### config.mk
export PLATFORM = sky130hd
export DESIGN_NAME = gb_instr_sequencer
export DESIGN_NICKNAME = d
export VERILOG_FILES = /design/src/rtl/gb_instr_sequencer.sv
export SDC_FILE = /design/constraint.sdc
export NUM_CORES = 1
export LEC_CHECK = 0
export ABC_AREA = 1
export ABC_CLOCK_PERIOD_IN_PS = 1780
export BUFFER_PORTS_ARGS = -buffer_cell sky130_fd_sc_hd__buf_2
export CAP_MARGIN = 0
export CORE_MARGIN = 1
export CORE_UTILIZATION = 30
export DETAILED_ROUTE_END_ITERATION = 12
export MAX_ROUTING_LAYER = met4
export PLACE_DENSITY = 0.54
export REMOVE_ABC_BUFFERS = 1
export SLEW_MARGIN = 0
export SYNTH_ARGS = -nofsm -noshare
export SYNTH_HDL_FRONTEND = slang
export SYNTH_SLANG_ARGS = --single-unit
### constraint.sdc
create_clock -name clock -period 1.78 [get_ports clock]
set_input_delay 0.178 -clock clock [delete_from_list [all_inputs] [get_ports clock]]
set_output_delay 0.178 -clock clock [all_outputs]
set_load 0.02 [all_outputs]
### src/rtl/gb_instr_sequencer.sv
// gb_instr_sequencer: programmable source of instruction/valid beats.
// Supports increment, decrement, 16-bit Fibonacci LFSR and constant modes,
// a programmable beat count, abort, and backpressure from the consumer.
// All outputs are registered; the FSM is split into a state/data register
// process and a combinational next-state process.
module gb_instr_sequencer #(
  parameter int          INSTR_WIDTH = 8,
  parameter int          COUNT_WIDTH = 16,
  parameter logic [15:0] LFSR_SEED   = 16'hACE1
) (
  input  logic                   clock,
  input  logic                   reset,
  input  logic                   start,
  input  logic                   abort,
  input  logic [1:0]             mode,
  input  logic [INSTR_WIDTH-1:0] start_value,
  input  logic [COUNT_WIDTH-1:0] count,
  input  logic                   ready,
  output logic [INSTR_WIDTH-1:0] instruction,
  output logic                   valid,
  output logic                   busy,
  output logic                   done,
  output logic [COUNT_WIDTH-1:0] issued
);

  typedef enum logic [1:0] {
    IDLE = 2'd0,
    RUN  = 2'd1,
    DONE = 2'd2
  } state_t;

  localparam logic [1:0] MODE_INC   = 2'd0;
  localparam logic [1:0] MODE_DEC   = 2'd1;
  localparam logic [1:0] MODE_LFSR  = 2'd2;
  localparam logic [1:0] MODE_CONST = 2'd3;

  state_t                 state;
  state_t                 state_next;
  logic [1:0]             mode_q;
  logic [1:0]             mode_next;
  logic [COUNT_WIDTH-1:0] remaining;
  logic [COUNT_WIDTH-1:0] remaining_next;
  logic [COUNT_WIDTH-1:0] issued_next;
  logic [15:0]            lfsr;
  logic [15:0]            lfsr_next;
  logic [15:0]            lfsr_adv;
  logic [INSTR_WIDTH-1:0] instr_next;
  logic                   transfer;

  // One Fibonacci step: taps 0,2,3,5, feedback shifted in at the top.
  function automatic logic [15:0] lfsr_step(input logic [15:0] l);
    return {l[0] ^ l[2] ^ l[3] ^ l[5], l[15:1]};
  endfunction

  // Next-state, next-value and beat bookkeeping; abort outranks a transfer.
  always_comb begin
    state_next     = state;
    mode_next      = mode_q;
    remaining_next = remaining;
    issued_next    = issued;
    lfsr_next      = lfsr;
    instr_next     = instruction;
    lfsr_adv       = lfsr_step(lfsr);
    transfer       = 1'b0;
    case (state)
      IDLE: begin
        if (start) begin
          issued_next = '0;
          if (count != '0) begin
            mode_next      = mode;
            remaining_next = count;
            lfsr_next      = LFSR_SEED;
            if (mode == MODE_LFSR) begin
              instr_next = LFSR_SEED[INSTR_WIDTH-1:0];
            end else begin
              instr_next = start_value;
            end
            state_next = RUN;
          end else begin
            state_next = DONE;
          end
        end else begin
          state_next = IDLE;
        end
      end
      RUN: begin
        if (abort) begin
          state_next = IDLE;
        end else if (valid && ready) begin
          transfer       = 1'b1;
          remaining_next = remaining - COUNT_WIDTH'(1);
          issued_next    = issued + COUNT_WIDTH'(1);
          case (mode_q)
            MODE_INC:   instr_next = instruction + INSTR_WIDTH'(1);
            MODE_DEC:   instr_next = instruction - INSTR_WIDTH'(1);
            MODE_LFSR: begin
              lfsr_next  = lfsr_adv;
              instr_next = lfsr_adv[INSTR_WIDTH-1:0];
            end
            MODE_CONST: instr_next = instruction;
            default:    instr_next = instruction;
          endcase
          if (remaining == COUNT_WIDTH'(1)) begin
            state_next = DONE;
          end else begin
            state_next = RUN;
          end
        end else begin
          state_next = RUN;
        end
      end
      DONE: begin
        state_next = IDLE;
      end
      default: begin
        state_next = IDLE;
      end
    endcase
  end

  // State, data and registered outputs; outputs reflect the state being entered.
  always_ff @(posedge clock) begin
    if (reset) begin
      state       <= IDLE;
      mode_q      <= MODE_INC;
      remaining   <= '0;
      issued      <= '0;
      lfsr        <= LFSR_SEED;
      instruction <= '0;
      valid       <= 1'b0;
      busy        <= 1'b0;
      done        <= 1'b0;
    end else begin
      state       <= state_next;
      mode_q      <= mode_next;
      remaining   <= remaining_next;
      issued      <= issued_next;
      lfsr        <= lfsr_next;
      instruction <= instr_next;
      valid       <= (state_next == RUN);
      busy        <= (state_next != IDLE);
      done        <= (state_next == DONE);
    end
  end

endmodule

=== Yosys cells after proc, flatten, opt, wreduce, memory -nomap -nowiden ===
Cells that the tools add are included.

* Register bits: 63
* Latch bits: 0
* Bits in writable memories: 0
* Memory bits (read-only): 0
* Input bits: 31
* Output and inout bits: 27
* Word-level logic and storage cells: 69
* Memories: 0

* $add $sub $neg: 4
* Multiply operators: 0
* Divide/modulo/power cells: 0
* Order comparisons: 0
* Equal/unequal tests: 14
* Shift-type cells: 0
* Multiplexer cells: 28
* Bitwise logic cells: 3
* Reductions and logical operators: 11

{| class="wikitable"
|+ Operators by type and width
! operator !! count
|-
| 2-to-1 mux 16 bit || 12
|-
| one-hot mux 16 bit (2 select lines) || 3
|-
| 2-to-1 mux 8 bit || 5
|-
| one-hot mux 8 bit (3 select lines) || 1
|-
| adder 16 x 1 -> 16 bit, second input constant || 1
|-
| equality test 16 x 1 -> 1 bit, second input constant || 1
|-
| one-hot mux 8 bit (2 select lines) || 1
|-
| nonzero test 16 bit || 1
|-
| subtractor 16 x 1 -> 16 bit, second input constant || 1
|-
| AND reduction 6 bit || 2
|-
| 2-to-1 mux 2 bit || 5
|-
| != test 2 bit, second input constant || 5
|-
| adder 8 x 1 -> 8 bit, second input constant || 1
|-
| equality test 2 bit, second input constant || 4
|-
| subtractor 8 x 1 -> 8 bit, second input constant || 1
|-
| equality test 2 x 1 -> 1 bit, second input constant || 3
|-
| AND reduction 5 bit || 1
|-
| zero test 2 bit || 2
|-
| one-hot mux 2 bit (2 select lines) || 1
|-
| AND reduction 4 bit || 1
|-
| nonzero test 2 bit || 2
|-
| AND reduction 3 bit || 1
|-
| XOR 1 bit || 3
|-
| != test 2 x 1 -> 1 bit, second input constant || 1
|-
| logical AND 1 bit || 1
|}

=== Longest topological paths before layout ===
* Depth after elaboration: 7
* Mapped depth: 16
* Gate-level depth less buffers: 16

=== Least setup slack after synthesis ===
Ideal clock, no wire load.

* Kind: reg-to-reg
* Start point: reg mode_q[0]
* End point: reg instruction[4]
* Library setup time: 0.117 ns
* Arrival: 1.507 ns
* Required time: 1.663 ns
* Setup slack: 0.157 ns
* Stages on the path, launching flop included: 15
* Buffers on the path: 1
* Period minus slack after synthesis: 1.623 ns
* Path through: dfxtp_1 buf_2 nand2_1 nand2_1 nand2_1 inv_1 ha_1 inv_1 nand2_1 nand2_1 o21ai_1 xor2_1 nand2_1 nand2_1 a21oi_1

* Cells in the longest elaborated chain, start to end: 5
* Elaborated cells between the ends (all ways): 10
* Those cells by class: eq/ne (4); mux (4); reduce/logical (2)

{| class="wikitable"
|+ Ends and longest elaborated chain
! element !! RTL line !! text
|-
| from (decl) || 39 || <nowiki>logic [1:0] mode_q;</nowiki>
|-
| from (signal assigned) || 135 || <nowiki>mode_q <= mode_next;</nowiki>
|-
| equality test 2 bit, or another cell as far along || 93 || <nowiki>case (mode_q)</nowiki>
|-
| one-hot mux 8 bit (3 select lines) || 93 ||
|-
| 2-to-1 mux 8 bit || 89 || <nowiki>end else if (valid && ready) begin</nowiki>
|-
| 2-to-1 mux 8 bit || 87 || <nowiki>if (abort) begin</nowiki>
|-
| one-hot mux 8 bit (2 select lines) || 65 || <nowiki>case (state)</nowiki>
|-
| to (signal assigned) || 139 || <nowiki>instruction <= instr_next;</nowiki>
|-
| to (decl) || 19 || <nowiki>output logic [INSTR_WIDTH-1:0] instruction,</nowiki>
|}

Parallel ways exist; a longest one is shown, timed or not. The select of a mux whose other input is x is not followed.
A chain may end at the register's enable or synchronous reset.

=== Final worst setup path ===
* Start point: reg remaining[0]
* End point: reg remaining[14]

* Cells in the longest elaborated chain, start to end: 4

{| class="wikitable"
|+ Ends and longest elaborated chain
! element !! RTL line !! text
|-
| from (decl) || 41 || <nowiki>logic [COUNT_WIDTH-1:0] remaining;</nowiki>
|-
| from (signal assigned) || 136 || <nowiki>remaining <= remaining_next;</nowiki>
|-
| subtractor 16 x 1 -> 16 bit || 91 || <nowiki>remaining_next = remaining - COUNT_WIDTH'(1);</nowiki>
|-
| 2-to-1 mux 16 bit || 89 ||
|-
| 2-to-1 mux 16 bit || 87 ||
|-
| one-hot mux 16 bit (2 select lines) || 65 ||
|}

Every way passes these cells. The select of a mux whose other input is x is not followed.

==> results.cfg <==
[run_status]
status = finished with violations
violations = DRC

[yosys]
synth_top_area_share_pct = 34.56
synth_common_cells = 128 x nand2_1, 79 x nor2_1, 76 x inv_1
yosysMostFrequentCell = nand2_1
seq_area_frac_synth_pct = 34.56
syn_area_mm2 = 0.003650
synth-main-ff-cell = dfxtp_1
synth-edff-count = 0
yosysTopAreaCell = dfxtp_1
synth_cells = 581
synth-async-reset-ratio_pct = 0
ys_types = 35
ys_warn_count = 0
syn_avg_cell_area_um2 = 6.282
synthTopCellsByArea = dfxtp_1 35%, nand2_1 13%, a21oi_1 8.4%, nor2_1 8.1%, o21ai_0 7.8%
ys_seq_elements = 63

[grt]
track_usage_pct = 17.41
grt_pass1_wl_um = 17220
grt.overflow.total = 0
antenna_found_initial = 0
grt_pass1_vias = 3701
grt_max_degree = 25

[drt]
drc = 5
num_vias = 3878
wl_per_cell_um = 12.43
routed_via_density = 4.782
dr.pass1.iters = 9
drtIter0Drc = 235
ant_nets = 0
routed_wl_um = 10080

[cells_and_area]
syn_to_final_growth_pct = 28.21
n_fill_cell = 1265
drive_above_1_share_pct = 19.91
register_area_mm2 = 0.001264
stdcell_count = 811
fin_nets = 698
num_antenna_cells = 0
multi_input_area_mm2 = 0.002019

[floorplan]
die_h_um = 112.3
core-area_mm2 = 0.01161
dieArea_mm2 = 0.01261
die_w_um = 112.3
ios = 58
start_util_pct = 31.43
core.rowCount = 39

[timing]
max_freq_mhz = 604.5
worstMarginPinSlew_ns = 0.6587
hold_viol_final = 0
skew_ns = 0.007379
fin_crit_sh_pct = 92.93
min_period_ns = 1.654
fin_tns_setup_ns = 0
relSlewSlack_pct = 56.09
maxSlewViolCount = 0
setup_viol = 0
setup_ws_ns = 0.1259

[place]
gp_congestion = 0.8799
dp_hpwl_um = 7358
post-place-ws_ns = 0.06442
port_buffers = 57
placed_cells = 792

[setup_path]
critical_path.cell_chain = inv_1 -> ha_1 -> inv_1 -> nor2_2 -> nand2_1 -> nor2_1 -> buf_4 -> nand2_1 -> o21ai_0 -> nand3_1 -> nand2_1 -> a21oi_1
cp.required_ns = 2.00
max_stage_delay_ns = 0.31
crit_fanout = 4
worst_ep_arrival_time_ns = 1.87
crit_top_cell = nand2_1
crit_type = flop to flop
cp-end-kind = flop
cp-start-kind = flop
ff2ff_setup_slack_ns = 0.13
crit_slowest_cell = dfxtp_1

[power_and_ir_drop]
ir_worst_vdd_mv = 0.5032
power_mw = 4.635
p_leak_nw = 2.198
p_per_area_mw_per_mm2 = 990.5

[clocking]
ctsHoldBuffers = 0
clkLatencyLatePin_ns = 0.33
cts_buffers = 9
clockBufferDepth = 2
tritoncts = done
cts_htree_levels = 3
clk_pin_slew_ns = 0.06
clock-root-buffer = clkbuf_16
clkSinkCount = 63

[flow_run]
maxCapViolCount = 0

[hold_path]
hold_class = primary input to flop
==> worst max-delay path, delay by kind of cell (launching register included) <==
kind | cells | cell delay [ns]
buffers and inverters | 3 | 0.28
adders and majority gates | 1 | 0.17
and+or+nand+nor | 6 | 0.59
DFF | 1 | 0.31
AOI/OAI and AO/OA | 2 | 0.19
==> layer usage <==
layer	vias up	global-route usage [%]	wire [um]
li1	2046	-	-
met1	1746	21.87	4954
met2	73	28.07	4507
met3	13	3.294	470
met4	0	5.867	146
met5	-	-	0
==> state kept, by name (all words and copies together), names as in the netlist <==
name	flops
instruction	8
lfsr	16
valid	1
mode_q	2
done	1
state	2
remaining	16
busy	1
issued	16
==> report_power, final <==
part           total (mW)  internal [mW]  switching (mW)
logic               0.974          0.372           0.602
clock network        2.06           1.40           0.658
registers            1.60           1.52          0.0861
total                4.64           3.29            1.35
==> cell type report <==
type	count	share of cell area [%]
clock buffers	10	5.107
clock inverters	6	2.299
inverters	81	6.551
multi-input cells	416	43.16
flip-flops and latches	63	27.01
well taps	143	3.824
repair buffers	92	12.06
==> through the flow <==
stage	cell area (um2)	hold WS, ns	util (%)
2_1_floorplan	3547	0.2471	-
3_3_place_gp	4264	0.4397	36.72
3_5_place_dp	4264	0.4443	36.72
4_1_cts	4611	0.09182	39.70
5_1_grt	4679	0.1179	40.29
6_report	4679	0.09715	40.29
==> worst paths after layout <==
check | to | from | cells after the start
setup / recovery | remaining[14]$_SDFFE_PP0P_ | remaining[0]$_SDFFE_PP0P_ | 12
hold / removal | remaining[1]$_SDFFE_PP0P_ | count[1] | 3
setup reg to reg | remaining[14]$_SDFFE_PP0P_ | remaining[0]$_SDFFE_PP0P_ | 12
hold reg to reg | lfsr[12]$_SDFFE_PP0P_ | lfsr[12]$_SDFFE_PP0P_ | 2
==> placed cells by master, fill, tap and decap left out, drive strengths merged <==
cell type	synthesis	final
o31ai	1	1
ha	4	4
clkinvlp	0	1
o211ai	5	5
bufinv	0	3
a21oi	61	61
a41oi	1	1
dfxtp	63	63
xor2	7	7
a211oi	1	1
buf	9	92
nor3b	3	3
o22ai	2	2
o21ai	61	61
nor2	81	81
nand3b	1	1
nor3	10	10
nand4	11	11
o41ai	1	1
a31o	1	1
clkbuf	12	10
inv	81	81
nand3	28	28
xnor2	3	3
nor4	1	1
nand2	130	130
a31oi	2	2
or2	1	1
clkinv	0	2
==> cell families after synthesis <==
| logic type | count (synthesis) | synth area share, % |
|---|---|---|
| flip-flops | 63 | 34.56 |
| AO/OA/AOI/OAI | 136 | 20.16 |
| XOR/XNOR | 10 | 2.400 |
| AND/OR/NAND/NOR | 266 | 30.37 |
| buffers and inverters | 102 | 11.14 |
| adder cells (fa/ha/maj) | 4 | 1.371 |
==> repair_timing <==
item / 4_1_cts / 5_1_grt
buffers inserted: 0 / 3
resized for setup: 0 / 13
setup endpoints to repair: 0 / 11
Note: power is estimated with default switching activity, not from simulation.
